===== config.mk =====
export PLATFORM = sky130hd
export DESIGN_NAME = regfile_wb_arbiter
export DESIGN_NICKNAME = d
export VERILOG_FILES = /design/src/rtl/regfile_pkg.sv /design/src/rtl/regfile_scoreboard.sv /design/src/rtl/regfile_wb_arbiter.sv
export SDC_FILE = /design/constraint.sdc
export NUM_CORES = 1
export LEC_CHECK = 0
export ABC_AREA = 1
export BUFFER_PORTS_ARGS = -buffer_cell sky130_fd_sc_hd__buf_4
export CAP_MARGIN = 20
export CELL_PAD_IN_SITES_DETAIL_PLACEMENT = 2
export CELL_PAD_IN_SITES_GLOBAL_PLACEMENT = 2
export CORE_UTILIZATION = 27
export CTS_BUF_LIST = sky130_fd_sc_hd__clkbuf_2 sky130_fd_sc_hd__clkbuf_4 sky130_fd_sc_hd__clkbuf_8
export CTS_CLUSTER_DIAMETER = 120
export DETAILED_ROUTE_END_ITERATION = 16
export PLACE_DENSITY_LB_ADDON = 0.1
export SYNTH_ARGS = -nofsm -noshare
export SYNTH_HDL_FRONTEND = slang
export SYNTH_SLANG_ARGS = --single-unit

===== constraint.sdc =====
create_clock -name clk -period 4.1 [get_ports clk]
set_input_delay 0.82 -clock clk [delete_from_list [all_inputs] [get_ports clk]]
set_output_delay 0.82 -clock clk [all_outputs]
set_load 0.02 [all_outputs]

===== src/rtl/regfile_pkg.sv =====
// Shared types and sizing for the register-file write-port controller.
package regfile_pkg;

    localparam int DATA_W   = 32;
    localparam int ADDR_W   = 5;
    localparam int NUM_REGS = 32;

    typedef logic [ADDR_W-1:0] reg_idx_t;
    typedef logic [DATA_W-1:0] reg_data_t;

    // Which requester owns the round-robin priority or the registered write.
    typedef enum logic {
        SRC_P = 1'b0,
        SRC_M = 1'b1
    } wb_src_e;

endpackage


===== src/rtl/regfile_scoreboard.sv =====
// Pending-write scoreboard for long-latency destinations: tracks busy
// registers, blocks WAW issue and flags RAW hazards to decode.
module regfile_scoreboard #(
    parameter int ADDR_W   = 5,
    parameter int NUM_REGS = 32
) (
    input  logic                clk,
    input  logic                rst,
    input  logic                issue_valid,
    input  logic [ADDR_W-1:0]   issue_rd,
    output logic                issue_ready,
    input  logic                clr_en,
    input  logic [ADDR_W-1:0]   clr_rd,
    input  logic [ADDR_W-1:0]   chk_rs1,
    input  logic [ADDR_W-1:0]   chk_rs2,
    output logic                hazard,
    output logic [NUM_REGS-1:0] busy_vec
);

    logic [NUM_REGS-1:0] busy_q;
    logic [NUM_REGS-1:0] busy_d;
    logic                set_en;

    always_comb begin
        issue_ready = (issue_rd == '0) || !busy_q[issue_rd];
        hazard      = (busy_q[chk_rs1] && (chk_rs1 != '0)) ||
                      (busy_q[chk_rs2] && (chk_rs2 != '0));
        set_en      = issue_valid && issue_ready && (issue_rd != '0);

        // Clear first, then set, so a same-index set survives the edge.
        busy_d = busy_q;
        if (clr_en && (clr_rd != '0)) begin
            busy_d[clr_rd] = 1'b0;
        end
        if (set_en) begin
            busy_d[issue_rd] = 1'b1;
        end
    end

    always_ff @(posedge clk) begin
        if (rst) begin
            busy_q <= '0;
        end else begin
            busy_q <= busy_d;
        end
    end

    assign busy_vec = busy_q;

endmodule


===== src/rtl/regfile_wb_arbiter.sv =====
// Shares the single register-file write port between pipeline writeback and
// the multi-cycle unit with round-robin arbitration and a registered output.
module regfile_wb_arbiter #(
    parameter int DATA_W   = 32,
    parameter int ADDR_W   = 5,
    parameter int NUM_REGS = 32
) (
    input  logic                clk,
    input  logic                rst,
    input  logic                p_valid,
    output logic                p_ready,
    input  logic [ADDR_W-1:0]   p_rd,
    input  logic [DATA_W-1:0]   p_data,
    input  logic                m_valid,
    output logic                m_ready,
    input  logic [ADDR_W-1:0]   m_rd,
    input  logic [DATA_W-1:0]   m_data,
    input  logic                issue_valid,
    output logic                issue_ready,
    input  logic [ADDR_W-1:0]   issue_rd,
    input  logic [ADDR_W-1:0]   chk_rs1,
    input  logic [ADDR_W-1:0]   chk_rs2,
    output logic                hazard,
    output logic [NUM_REGS-1:0] busy_vec,
    output logic                rf_write_enable,
    output logic [ADDR_W-1:0]   rf_addr_rd,
    output logic [DATA_W-1:0]   rf_data_rd
);

    import regfile_pkg::*;

    wb_src_e             rr_q, rr_d;
    wb_src_e             out_src_q, out_src_d;
    logic                we_q, we_d;
    logic [ADDR_W-1:0]   addr_q, addr_d;
    logic [DATA_W-1:0]   data_q, data_d;

    logic                grant_p;
    logic                grant_m;
    logic                accept;
    logic [ADDR_W-1:0]   win_rd;
    logic [DATA_W-1:0]   win_data;
    logic                commit_m;

    always_comb begin
        grant_p  = p_valid && (!m_valid || (rr_q == SRC_P));
        grant_m  = m_valid && (!p_valid || (rr_q == SRC_M));
        accept   = grant_p || grant_m;
        win_rd   = grant_m ? m_rd   : p_rd;
        win_data = grant_m ? m_data : p_data;

        // Priority only moves after a contended grant.
        rr_d = rr_q;
        if (p_valid && m_valid) begin
            rr_d = grant_p ? SRC_M : SRC_P;
        end

        we_d      = accept && (win_rd != '0);
        addr_d    = accept ? win_rd   : addr_q;
        data_d    = accept ? win_data : data_q;
        out_src_d = out_src_q;
        if (accept) begin
            out_src_d = grant_m ? SRC_M : SRC_P;
        end
    end

    always_ff @(posedge clk) begin
        if (rst) begin
            rr_q      <= SRC_P;
            out_src_q <= SRC_P;
            we_q      <= 1'b0;
            addr_q    <= '0;
            data_q    <= '0;
        end else begin
            rr_q      <= rr_d;
            out_src_q <= out_src_d;
            we_q      <= we_d;
            addr_q    <= addr_d;
            data_q    <= data_d;
        end
    end

    // A write already registered when reset arrives must not reach the file.
    assign rf_write_enable = we_q && !rst;
    assign rf_addr_rd      = addr_q;
    assign rf_data_rd      = data_q;
    assign p_ready         = grant_p;
    assign m_ready         = grant_m;

    // busy clears on the same edge the file commits the multi-cycle result.
    assign commit_m = we_q && (out_src_q == SRC_M);

    regfile_scoreboard #(
        .ADDR_W   (ADDR_W),
        .NUM_REGS (NUM_REGS)
    ) u_scoreboard (
        .clk         (clk),
        .rst         (rst),
        .issue_valid (issue_valid),
        .issue_rd    (issue_rd),
        .issue_ready (issue_ready),
        .clr_en      (commit_m),
        .clr_rd      (addr_q),
        .chk_rs1     (chk_rs1),
        .chk_rs2     (chk_rs2),
        .hazard      (hazard),
        .busy_vec    (busy_vec)
    );

endmodule


Yosys cells after proc, flatten, opt, wreduce, memory -nomap -nowiden
Index checks and enable logic that the tools add are counted.
W data, S select, Z words.

storage, ports and cells
  memory bits (writable) = 0
  logic and storage cells = 60
  memories kept = 0
  input bits = 94
  output and inout port bits = 74
  register bits = 72
  bits in latches = 0
  memory bits (read-only) = 0

operators by class
  eq/ne operators = 0
  add/sub/neg operators = 0
  multipliers = 0
  multiplexer cells = 16
  div/mod/pow operators = 0
  reductions and logical operators = 28
  $lt $le $gt $ge = 6
  shifts and indexed selects = 0
  bitwise gates (word level) = 4

operators with widths
  operator              number
  $mux W32              3
  $and A32 B32 Y32      1
  $not A32 Y32          1
  $or A32 B32 Y32       1
  $reduce_bool A5 Y1    5
  $lt A5 B6 Y1 const B  4
  $bmux W1 S5           3
  $logic_and A1 B1 Y1   13
  $demux W1 S5          2
  $ge A5 B1 Y1 const B  2
  $mux W1               7
  $logic_not A5 Y1      1
  $logic_or A1 B1 Y1    5
  $mux W5               1
  $logic_not A1 Y1      4
  $not A1 Y1            1

Longest topological paths before layout
Gate-level depths: netlist of run 1.

  word-level depth = 9
  gate-level depth with buffers = 12
  mapped depth without buffers = 10

Hierarchy
From an unflattened synthesis of run 1, not the netlist that was laid out.

unflattened totals
  cells, all modules = 699
  area total of the unflattened synthesis = 4491.8 sq um

by module, submodules not included
  module              area each (sq um)  cells each  times used  sequential area each (sq um)
  regfile_scoreboard  2585.0             458         1           640.6
  regfile_wb_arbiter  1906.8             241         1           800.8

Worst setup path after synthesis of run 1
OpenSTA, ideal clock, no wires.

  path type = input-to-output
  start = input port chk_rs1[0]
  end = output port hazard
  path buffers = 2
  path slack = 1.351 ns
  stages on the path = 11
  required time = 3.280 ns
  arrival = 1.929 ns
  path through = buf_2 inv_1 clkbuf_1 nor2_1 o22ai_1 nand2_1 nand3_1 nand2_1 nand2_1 nand2_1 nand2_1

between the ends
  cells in the longest elaborated chain, start to end = 4
  elaborated cells on any way between the ends = 5
  classes of those cells = mux: 2; reduce/logical: 3

ends and longest elaborated chain
  what                           line                      RTL
  start: declaration             regfile_wb_arbiter.sv:21  input logic [ADDR_W-1:0] chk_rs1,
  $bmux W1 S5                    regfile_scoreboard.sv:26  hazard = (busy_q[chk_rs1] && (chk_rs1 != '0)) ||
  $mux W1 (implied by the code)  regfile_scoreboard.sv:26
  $logic_and A1 B1 Y1 *          regfile_scoreboard.sv:26
  $logic_or A1 B1 Y1 *           regfile_scoreboard.sv:26
  end: declaration               regfile_wb_arbiter.sv:23  output logic hazard,

Mark *: on every way between the ends. The rest lies on a longest branch, timed or not. The select of a mux whose other input is x is not followed.

Final worst setup path of run 1
  start = input port issue_rd[0]
  end = output port issue_ready

between the ends
  cells in the longest elaborated chain, start to end = 4
  elaborated cells on any way between the ends = 5
  classes of those cells = mux: 2; reduce/logical: 3

ends and longest elaborated chain
  what                           line                      RTL
  start: declaration             regfile_wb_arbiter.sv:20  input logic [ADDR_W-1:0] issue_rd,
  $bmux W1 S5                    regfile_scoreboard.sv:25  issue_ready = (issue_rd == '0) || !busy_q[issue_rd];
  $mux W1 (implied by the code)  regfile_scoreboard.sv:25
  $logic_not A1 Y1               regfile_scoreboard.sv:25
  $logic_or A1 B1 Y1 *           regfile_scoreboard.sv:25
  end: declaration               regfile_wb_arbiter.sv:19  output logic issue_ready,

Marks and branches as above.

==> impl_metrics.csv, run 1 <==
group,metric,value,unit
sta,rsz0062_at_grt,"false",
routing,dr.first_iter.drc_count,210,
routing,via_per_inst,5.34,
synth,synth_area_per_cell,6.30,µm²
synth,yosys.area.top_type_share,34.6,%
place,post-place-ws,0.930,ns
grt,grt_remaining_overflow,0,
place,port_buffers,167,
sta,setup_ws,0.949,ns
finish,final_common_cell,"nand2_1",
setup_path,crit_family,"buffers and inverters",
routing,via_count,5327,
setup_path,cp_cell_sequence,"buf_4, inv_2, nand2_1, nand2_1, nand2_1, nand3_1, nand2_1, nand2_1, nor2_4, buf_4, nand2_1, nand2_1, buf_4",
routing,drt_pass1_iterations,4,
floorplanning,dieArea,15900,µm²
synth,yosys_warnings,0,
pwr,internal_power,1190,µW
routing,ant_nets,0,
sta,setup-tns-final,0,ns
finish,multiInputGateArea,2360,µm²
finish,instances_no_fill,997,
setup_path,cpPeakStageDelay,0.31,ns
clock_network,clk_path_buf_depth,2,
routing,wl_per_cell,19.5,µm
synth,synth_xor_area_share,0,%
clock_network,numCtsBuffers,9,
synth,ys_ff_latch,72,
clock_network,path_clk_slew,0.08,ns
setup_path,critPathMostFrequentCell,"nand2_1",
pwr,seqPwrFrac,44.4,%
routing,drc,0,
floorplanning,core,15100,µm²
finish,final_cell_mix,"nand2_1, buf_4, dfxtp_1",
synth,synth_compound_area_share,20.8,%
pwr,ir_drop,0.196,mV
clock_network,cts_tree,"built",
floorplanning,fp-row-count,45,
sta,finalCritPeriodShare,76.9,%
synth,synth_nets,755,
sta,worst_pin_slew,0.925,ns
synth,synthesis.instances,661,
sta,finalSetupViolCount,0,
grt,antenna_found_initial,0,
floorplanning,ios,168,
clock_network,cts-root-buf,"clkbuf_8",
sta,fmax,0.317,GHz
clock_network,h-tree-depth,3,
pwr,power.leakage,0.00247,µW
floorplanning,dieWidth,126,µm
synth,synth.area.mux_share,0,%
grt,grt_pass1_vias,5618,
sta,finClkSkew,0.0126,ns
pwr,pwr-share-comb,22.5,%
setup_path,critPathArrivalTime,2.33,ns
run_status,outcome,"completed",
setup_path,slowest_stage,"buf_4",
clock_network,hold_buffers,0,
finish,layout.nets,898,
routing,routed_wl,19.4,mm
setup_path,critical_path_class,"in2out",
synth,synth_top_family_by_area,"simple AND/OR/NAND/NOR gates",
synth,ys_top_cells_by_area,"dfxtp_1, nand2_1, o21ai_0",
sta,finalHoldViolations,0,
finish,register_area,1440,µm²
job,drv_cap,0,
setup_path,cp-end-kind,"output pin",
setup_path,required,3.28,ns
place,hpwlAfterDp,14.3,mm
synth,synthSimpleGateAreaFrac,35.8,%
synth,ys_seq_area_share,34.6,%
finish,diodes,0,
synth,synthesis.area,4160,µm²
grt,grt_start_max_net_pins,68,
pwr,p_switching,542,µW
sta,timing.final.crit_period,3.15,ns
finish,synthToLayoutAreaGrowth,35.9,%
pwr,clkPwrFrac,33.1,%
synth,yosys.area.top_type,"dfxtp_1",
sta,drv_slew,0,
clock_network,postCtsSetupRepairBufs,0,
worst_hold_path,min_path_type,"reg2reg",
pwr,swShare,31.3,%
clock_network,ctsResizeCount,0,
sta,maxSlewHeadroom,38.2,%
clock_network,clk_latency,0.35,ns
grt,grtUsageTotal,24.8,%
synth,synthAdderAreaFrac,0,%
finish,drive_above_1_share,24.7,%
place,gp_routability_congestion,0.849,
place,post-place-cells,981,
grt,grt_pass1_wl,30.5,mm
floorplanning,fp.dieH,126,µm
finish,nFillCells,1876,
setup_path,worstSetupStartpointType,"input port",
pwr,pwr_density_cell,306,nW/µm²
setup_path,path_max_fanout,32,
synth,ys_types,24,
clock_network,cts.sinks,72,
floorplanning,start_util,27.5,%
setup_path,critPathBufInv,4,
final timing paths:
check	end	from	slack, ns	cells past startpoint
setup / recovery	issue_ready	issue_rd[0]	0.95	13
hold / removal	rf_data_rd[31]$_SDFFE_PP0P_	rf_data_rd[31]$_SDFFE_PP0P_	0.48	2
setup reg to reg	rf_data_rd[14]$_SDFFE_PP0P_	rr_q$_SDFFE_PP0P_	2.23	5
hold reg to reg	rf_data_rd[31]$_SDFFE_PP0P_	rf_data_rd[31]$_SDFFE_PP0P_	0.48	2
layout make-up:
type                       instances  share of cell area, %
clock buffer                      12                   2.59
clock inverter                     4                  0.796
inverter                          41                   2.72
multi-input combinational        510                   41.7
sequential                        72                   25.5
tap                              188                   4.16
timing repair buffer             170                   22.6
cells in the mapped netlist:
master / number
buf_2: 7
nor2_4: 2
nor3_1: 9
or2_2: 4
a31oi_1: 33
o22ai_1: 5
nor2_1: 68
nand3b_1: 1
o211ai_1: 8
o21ai_2: 1
clkbuf_1: 18
inv_1: 33
a21oi_1: 41
buf_4: 1
o21ai_0: 61
inv_2: 7
buf_1: 5
buf_6: 7
o21ai_1: 10
clkinv_1: 1
dfxtp_1: 72
nand2_1: 201
nand3_1: 25
nand4_1: 41
logic make-up after synthesis:
group / after synthesis
AO/OA/AOI/OAI: 159
buffers and inverters: 79
flip-flops: 72
AND/OR/NAND/NOR: 351
flip-flops by register name (all words and copies together) (netlist names):
name and flops:
out_src_q 1, rf_addr_rd 5, rf_data_rd 32, rr_q 1, u_scoreboard.busy_vec 32, we_q 1
stage by stage:
step	hold slack (ns)	util (%)	area [µm²]	total power (µW)
2_1_floorplan	0.490	-	4160	982
3_5_place_dp	0.473	36.1	5470	1180
3_3_place_gp	0.464	36.1	5470	1160
5_1_grt	0.504	37.3	5660	1830
6_report	0.480	37.3	5660	1730
4_1_cts	0.484	37.3	5660	1760
power by group through the flow:
| stage | Combinational [µW] | Clock [µW] | Sequential, µW |
|---|---|---|---|
| after floorplan | 167 | 0 | 815 |
| after global placement | 377 | 0 | 782 |
| after detailed placement | 394 | 0 | 784 |
| after CTS | 396 | 594 | 769 |
| after global routing | 429 | 625 | 774 |
| final | 390 | 572 | 769 |
per-layer routing:
layer | wire length (µm) | track usage, % | share of wire (%)
met1 | 8200 | 30.6 | 42
met2 | 9520 | 42.7 | 49
met3 | 1290 | 5.82 | 6.6
met4 | 385 | 7.37 | 2.0
met5 | 0 | 0 | 0
worst min-delay path, cell delays in order (launching register included):
cell	delay, ns
dfxtp_1	0.32
nand2_1	0.06
a31oi_1	0.06
Note: power is estimated with default switching activity, not from simulation.
==> run 2, diff against run 1 <==
--- a/config.mk
+++ b/config.mk
@@ -10,7 +10,7 @@
 export CAP_MARGIN = 20
 export CELL_PAD_IN_SITES_DETAIL_PLACEMENT = 2
 export CELL_PAD_IN_SITES_GLOBAL_PLACEMENT = 2
-export CORE_UTILIZATION = 27
+export CORE_UTILIZATION = 25
 export CTS_BUF_LIST = sky130_fd_sc_hd__clkbuf_2 sky130_fd_sc_hd__clkbuf_4 sky130_fd_sc_hd__clkbuf_8
 export CTS_CLUSTER_DIAMETER = 120
 export DETAILED_ROUTE_END_ITERATION = 16
==> constraint.sdc (replaced) <==
create_clock -name clk -period 3.2 [get_ports clk]
set_input_delay 0.64 -clock clk [delete_from_list [all_inputs] [get_ports clk]]
set_output_delay 0.64 -clock clk [all_outputs]
set_load 0.02 [all_outputs]
==> impl_metrics.csv, run 2 (synthesized netlist as in run 1, its figures left out) <==
group,metric,value,unit
sta,rsz0062_at_grt,"false",
pwr,internal_power,1530,µW
setup_path,cpPeakStageDelay,0.28,ns
pwr,power.leakage,0.00247,µW
floorplanning,ios,168,
place,port_buffers,167,
pwr,clkPwrFrac,33.7,%
finish,layout.nets,900,
setup_path,critical_path_class,"in2out",
clock_network,clk_path_buf_depth,2,
sta,timing.hold.ws,0.483,ns
routing,via_per_inst,5.22,
finish,instances_no_fill,1027,
sta,finalSetupViolCount,0,
place,post-place-cells,1011,
clock_network,cts_tree,"built",
grt,grtUsageTotal,24.1,%
pwr,seqPwrFrac,43.8,%
routing,dr.first_iter.drc_count,146,
pwr,p_switching,723,µW
floorplanning,fp-row-count,46,
setup_path,path_max_fanout,19,
routing,drt_pass1_iterations,4,
floorplanning,core,16100,µm²
place,hpwlAfterDp,15.2,mm
finish,utilization,35.6,%
routing,ant_nets,0,
clock_network,clk_latency,0.35,ns
routing,route.met3.wl,1.65,mm
grt,antenna_found_initial,0,
finish,diodes,0,
grt,grt_pass1_vias,5513,
setup_path,required,2.56,ns
finish,drive_above_1_share,24.9,%
clock_network,hold_buffers,0,
clock_network,numCtsBuffers,9,
floorplanning,dieArea,17200,µm²
pwr,ir_drop,0.193,mV
grt,grt_pass1_wl,30.8,mm
sta,finalHoldViolations,0,
sta,finClkSkew,0.0124,ns
routing,routed_wl,20.3,mm
finish,final_common_cell,"nand2_1",
setup_path,crit_family,"buffers and inverters",
setup_path,cp-end-kind,"output pin",
routing,wirelength_met1,8.34,mm
setup_path,critPathArrivalTime,1.89,ns
finish,final_cell_mix,"nand2_1, buf_4, dfxtp_1",
pwr,pwr_density_cell,393,nW/µm²
sta,timing.final.crit_period,2.53,ns
floorplanning,dieWidth,131,µm
sta,setup-tns-final,0,ns
clock_network,cts.sinks,72,
sta,drv_slew,0,
worst_hold_path,min_path_type,"reg2reg",
routing,wl_per_cell,19.7,µm
sta,maxSlewHeadroom,34.0,%
clock_network,ctsResizeCount,0,
sta,finalCritPeriodShare,79.1,%
floorplanning,start_util,25.9,%
setup_path,worstSetupStartpointType,"input port",
clock_network,postCtsSetupRepairBufs,0,
clock_network,path_clk_slew,0.08,ns
finish,synthToLayoutAreaGrowth,37.5,%
setup_path,cp_cell_sequence,"buf_4, inv_1, o21ai_0, o22ai_1, nand2_1, nand3_1, nand2_1, nand2_1, nand2_1, nand2_1, buf_4",
pwr,pwr-share-comb,22.5,%
run_status,outcome,"completed",
place,gp_routability_congestion,0.871,
setup_path,critPathMostFrequentCell,"nand2_1",
floorplanning,fp.dieH,131,µm
routing,wl_met2,9.80,mm
routing,top_layer_used,"met4",
sta,setup_ws,0.668,ns
clock_network,cts-root-buf,"clkbuf_8",
grt,grt_start_max_net_pins,44,
clock_network,h-tree-depth,3,
grt,grt_remaining_overflow,0,
pwr,swShare,32.2,%
setup_path,slowest_stage,"inv_1",
setup_path,critPathBufInv,3,
routing,via_count,5365,
job,drv_cap,0,
place,post-place-ws,0.647,ns
sta,fmax,0.395,GHz
sta,worst_pin_slew,0.989,ns
routing,drc,0,
-- run 2: changes by cell type in the layout (fill, tap and decap cells not counted), sizes merged --
cell and change:
clkinvlp +2, clkinv -1, clkbuf -2, inv +1, buf +2
-- run 2: layer usage --
| layer | vias up | GRT usage, % |
|---|---|---|
| met2 | 188 | 41.3 |
| met3 | 28 | 6.07 |
| met1 | 2616 | 29.5 |
| met5 | - | 0 |
| met4 | 0 | 7.98 |
| li1 | 2533 | - |
-- run 2: final timing paths --
| path | startpoint | end | slack [ns] | cells after the start |
|---|---|---|---|---|
| worst max-delay path | chk_rs1[0] | hazard | 0.67 | 11 |
| worst max register to register | rr_q$_SDFFE_PP0P_ | rf_data_rd[1]$_SDFFE_PP0P_ | 1.33 | 5 |
| worst min register to register | rf_data_rd[19]$_SDFFE_PP0P_ | rf_data_rd[19]$_SDFFE_PP0P_ | 0.48 | 2 |
| worst min-delay path | rf_data_rd[19]$_SDFFE_PP0P_ | rf_data_rd[19]$_SDFFE_PP0P_ | 0.48 | 2 |
-- run 2: metrics by stage --
stage | total power [µW] | area [µm²]
2_1_floorplan | 1260 | 4160
3_3_place_gp | 1500 | 5520
3_5_place_dp | 1520 | 5520
4_1_cts | 2290 | 5720
5_1_grt | 2380 | 5720
6_report | 2250 | 5720
-- run 2: power groups by stage --
stage	combinational (µW)	clock (µW)	sequential, µW
floorplan	214	0	1040
global placement	492	0	1000
CTS	514	788	986
detailed placement	511	0	1010
global route	558	831	992
finish	506	759	985
-- run 2: final cells by class --
| cell class | count | area (µm²) |
|---|---|---|
| fill | 1938 | 10300 |
| tap | 216 | 270 |
| timing repair buffer | 172 | 1290 |
| inverter | 41 | 154 |
| multi-input combinational | 510 | 2360 |
| clock buffer | 10 | 138 |
| sequential | 72 | 1440 |
| clock inverter | 6 | 67.6 |
-- run 2: worst reg2reg max path, cell delays in order (launching register included) --
cell,delay [ns]
dfxtp_1,0.35
o21ai_2,0.29
nand2_1,0.30
inv_2,0.55
nand2_1,0.12
a31oi_1,0.18
==> run 3, diff against run 2 <==
--- a/config.mk
+++ b/config.mk
@@ -10,7 +10,7 @@
 export CAP_MARGIN = 20
 export CELL_PAD_IN_SITES_DETAIL_PLACEMENT = 2
 export CELL_PAD_IN_SITES_GLOBAL_PLACEMENT = 2
-export CORE_UTILIZATION = 25
+export CORE_UTILIZATION = 23
 export CTS_BUF_LIST = sky130_fd_sc_hd__clkbuf_2 sky130_fd_sc_hd__clkbuf_4 sky130_fd_sc_hd__clkbuf_8
 export CTS_CLUSTER_DIAMETER = 120
 export DETAILED_ROUTE_END_ITERATION = 16
==> constraint.sdc (replaced) <==
create_clock -name clk -period 2.2 [get_ports clk]
set_input_delay 0.44 -clock clk [delete_from_list [all_inputs] [get_ports clk]]
set_output_delay 0.44 -clock clk [all_outputs]
set_load 0.02 [all_outputs]
==> impl_metrics.csv, run 3 (synthesized netlist as in run 1, its figures left out) <==
group,metric,value,unit
setup_path,cp_cell_sequence,"nor2_1, nor2_1, o21ai_0, nand2_1, o21ai_0, nand2_1, nand3_1, nand3_1, nand2_1, nand2_1, buf_4",
setup_path,rr_worst_depth,10,
finish,diodes,0,
sta,setup-tns-final,0,ns
finish,layout.nets,914,
pwr,ir_drop,0.224,mV
sta,finalSetupViolCount,0,
floorplanning,start_util,23.8,%
grt,grt_busiest_layer,"met2",
routing,drt_pass1_iterations,5,
pwr,power.total,3230,µW
grt,grt_remaining_overflow,0,
floorplanning,dieWidth,137,µm
place,port_buffers,167,
finish,final_common_cell,"nand2_1",
setup_path,rrSetupSlack,0.48,ns
clock_network,h-tree-depth,3,
routing,ant_nets,0,
pwr,swShare,32.1,%
floorplanning,dieArea,18600,µm²
sta,worst_pin_slew,0.582,ns
sta,setup_ws,0.103,ns
setup_path,cp-end-kind,"output pin",
run_status,outcome,"completed",
sta,finalHoldViolations,0,
setup_path,critical_path_class,"reg2out",
floorplanning,fp.dieH,137,µm
place,post-place-ws,0.0965,ns
setup_path,cpPeakStageDelay,0.43,ns
finish,final_cell_mix,"nand2_1, buf_4, nor2_1",
setup_path,r2r-end,"u_scoreboard.busy_vec[5]$_SDFF_PP0_",
setup_path,required,1.76,ns
floorplanning,ios,168,
grt,use_met3,6.19,%
clock_network,cts_tree,"built",
sta,fmax,0.477,GHz
worst_hold_path,min_path_type,"in2reg",
sta,drv_slew,0,
sta,finalCritPeriodShare,95.3,%
finish,instances_no_fill,1050,
clock_network,numCtsBuffers,9,
worst_hold_path,min_from,"m_data[19]",
sta,maxSlewHeadroom,60.9,%
pwr,power.leakage,0.00256,µW
pwr,pwr_density_cell,549,nW/µm²
setup_path,slowest_stage,"dfxtp_4",
grt,grtUsageTotal,22.3,%
setup_path,rr_startpoint,"u_scoreboard.busy_vec[12]$_SDFF_PP0_",
grt,antenna_found_initial,0,
sta,rsz0062_at_grt,"false",
setup_path,critPathArrivalTime,1.66,ns
routing,wl_per_cell,19.7,µm
routing,dr.first_iter.drc_count,238,
pwr,clkPwrFrac,31.9,%
pwr,internal_power,2190,µW
finish,synthToLayoutAreaGrowth,41.4,%
grt,use_met1,27.1,%
sta,finClkSkew,0.0107,ns
setup_path,path_max_fanout,5,
finish,utilization,33.7,%
grt,met2_usage,37.1,%
job,drv_cap,0,
clock_network,clk_path_buf_depth,2,
pwr,seqPwrFrac,44.3,%
place,post-place-cells,1034,
clock_network,clk_latency,0.36,ns
clock_network,cts-root-buf,"clkbuf_8",
routing,routed_wl,20.6,mm
pwr,p_switching,1040,µW
clock_network,hold_buffers,0,
setup_path,worstSetupStartpointType,"flip-flop",
place,gp_routability_congestion,0.810,
worst_hold_path,hold-path-cell-count,3,
grt,grt_pass1_wl,31.4,mm
clock_network,ctsResizeCount,10,
pwr,pwr-share-comb,23.8,%
grt,grt_pass1_vias,5727,
grt,grt_start_max_net_pins,34,
worst_hold_path,holdPathEnd,"rf_data_rd[19]$_SDFFE_PP0P_",
clock_network,cts.sinks,72,
floorplanning,core,17500,µm²
routing,via_count,5442,
clock_network,postCtsSetupRepairBufs,0,
clock_network,path_clk_slew,0.08,ns
finish,drive_above_1_share,29.0,%
floorplanning,fp-row-count,48,
place,hpwlAfterDp,15.5,mm
routing,drc,0,
sta,timing.final.crit_period,2.10,ns
routing,via_per_inst,5.18,
setup_path,critPathMostFrequentCell,"nand2_1",
## run 3: cell count changes in the layout (fill, tap and decap cells not counted), moves of 3 or more
cell | before | now
clkbuf_4 | 0 | 3
dfxtp_1 | 72 | 50
dfxtp_4 | 0 | 3
dfxtp_2 | 0 | 19
buf_4 | 172 | 184
## run 3: worst max-delay path by stage
stage	startpoint	to	slack [ns]	depth (start not counted)
global route	u_scoreboard.busy_vec[2]$_SDFF_PP0_	hazard	0.0008	11
detailed placement	chk_rs2[0]	hazard	0.1	12
finish	u_scoreboard.busy_vec[2]$_SDFF_PP0_	hazard	0.10	11
global placement	chk_rs2[0]	hazard	0.14	12
CTS	u_scoreboard.busy_vec[3]$_SDFF_PP0_	hazard	0.0005	9
floorplan	chk_rs1[0]	hazard	0.21	11
## run 3: area by class of cell
class | count | area [µm²]
flip-flops and latches | 72 | 1480
clock buffers | 14 | 174
fillers | 2081 | 11600
multi-input cells | 510 | 2360
clock inverters | 2 | 13.8
well taps | 225 | 282
repair buffers | 186 | 1420
inverters | 41 | 160
## run 3: power groups by stage
stage / clock (µW) / combinational [µW] / sequential, µW
after floorplan: 0 / 311 / 1520
after global placement: 0 / 744 / 1460
after detailed placement: 0 / 773 / 1460
after CTS: 1080 / 775 / 1430
after global routing: 1130 / 839 / 1440
final: 1030 / 767 / 1430
## run 3: metrics by stage
step / instance area [µm²] / hold slack, ns
after floorplan: 4160 / 0.490
after global placement: 5660 / 0.464
after detailed placement: 5660 / 0.474
after CTS: 5860 / 0.338
after global routing: 5890 / 0.339
final: 5890 / 0.363
## run 3: metal layers
layer	up-vias	share of wire, %
met5	-	0
met4	0	3.1
met3	33	7.8
met2	196	47
met1	2654	42
li1	2559	-
## run 3: worst max-delay path: cells and delay by family (launching register included)
kind,cells,cell delay [ns]
AOI/OAI and AO/OA,2,0.17
buffers and inverters,1,0.13
DFF,1,0.43
and+or+nand+nor,8,0.57
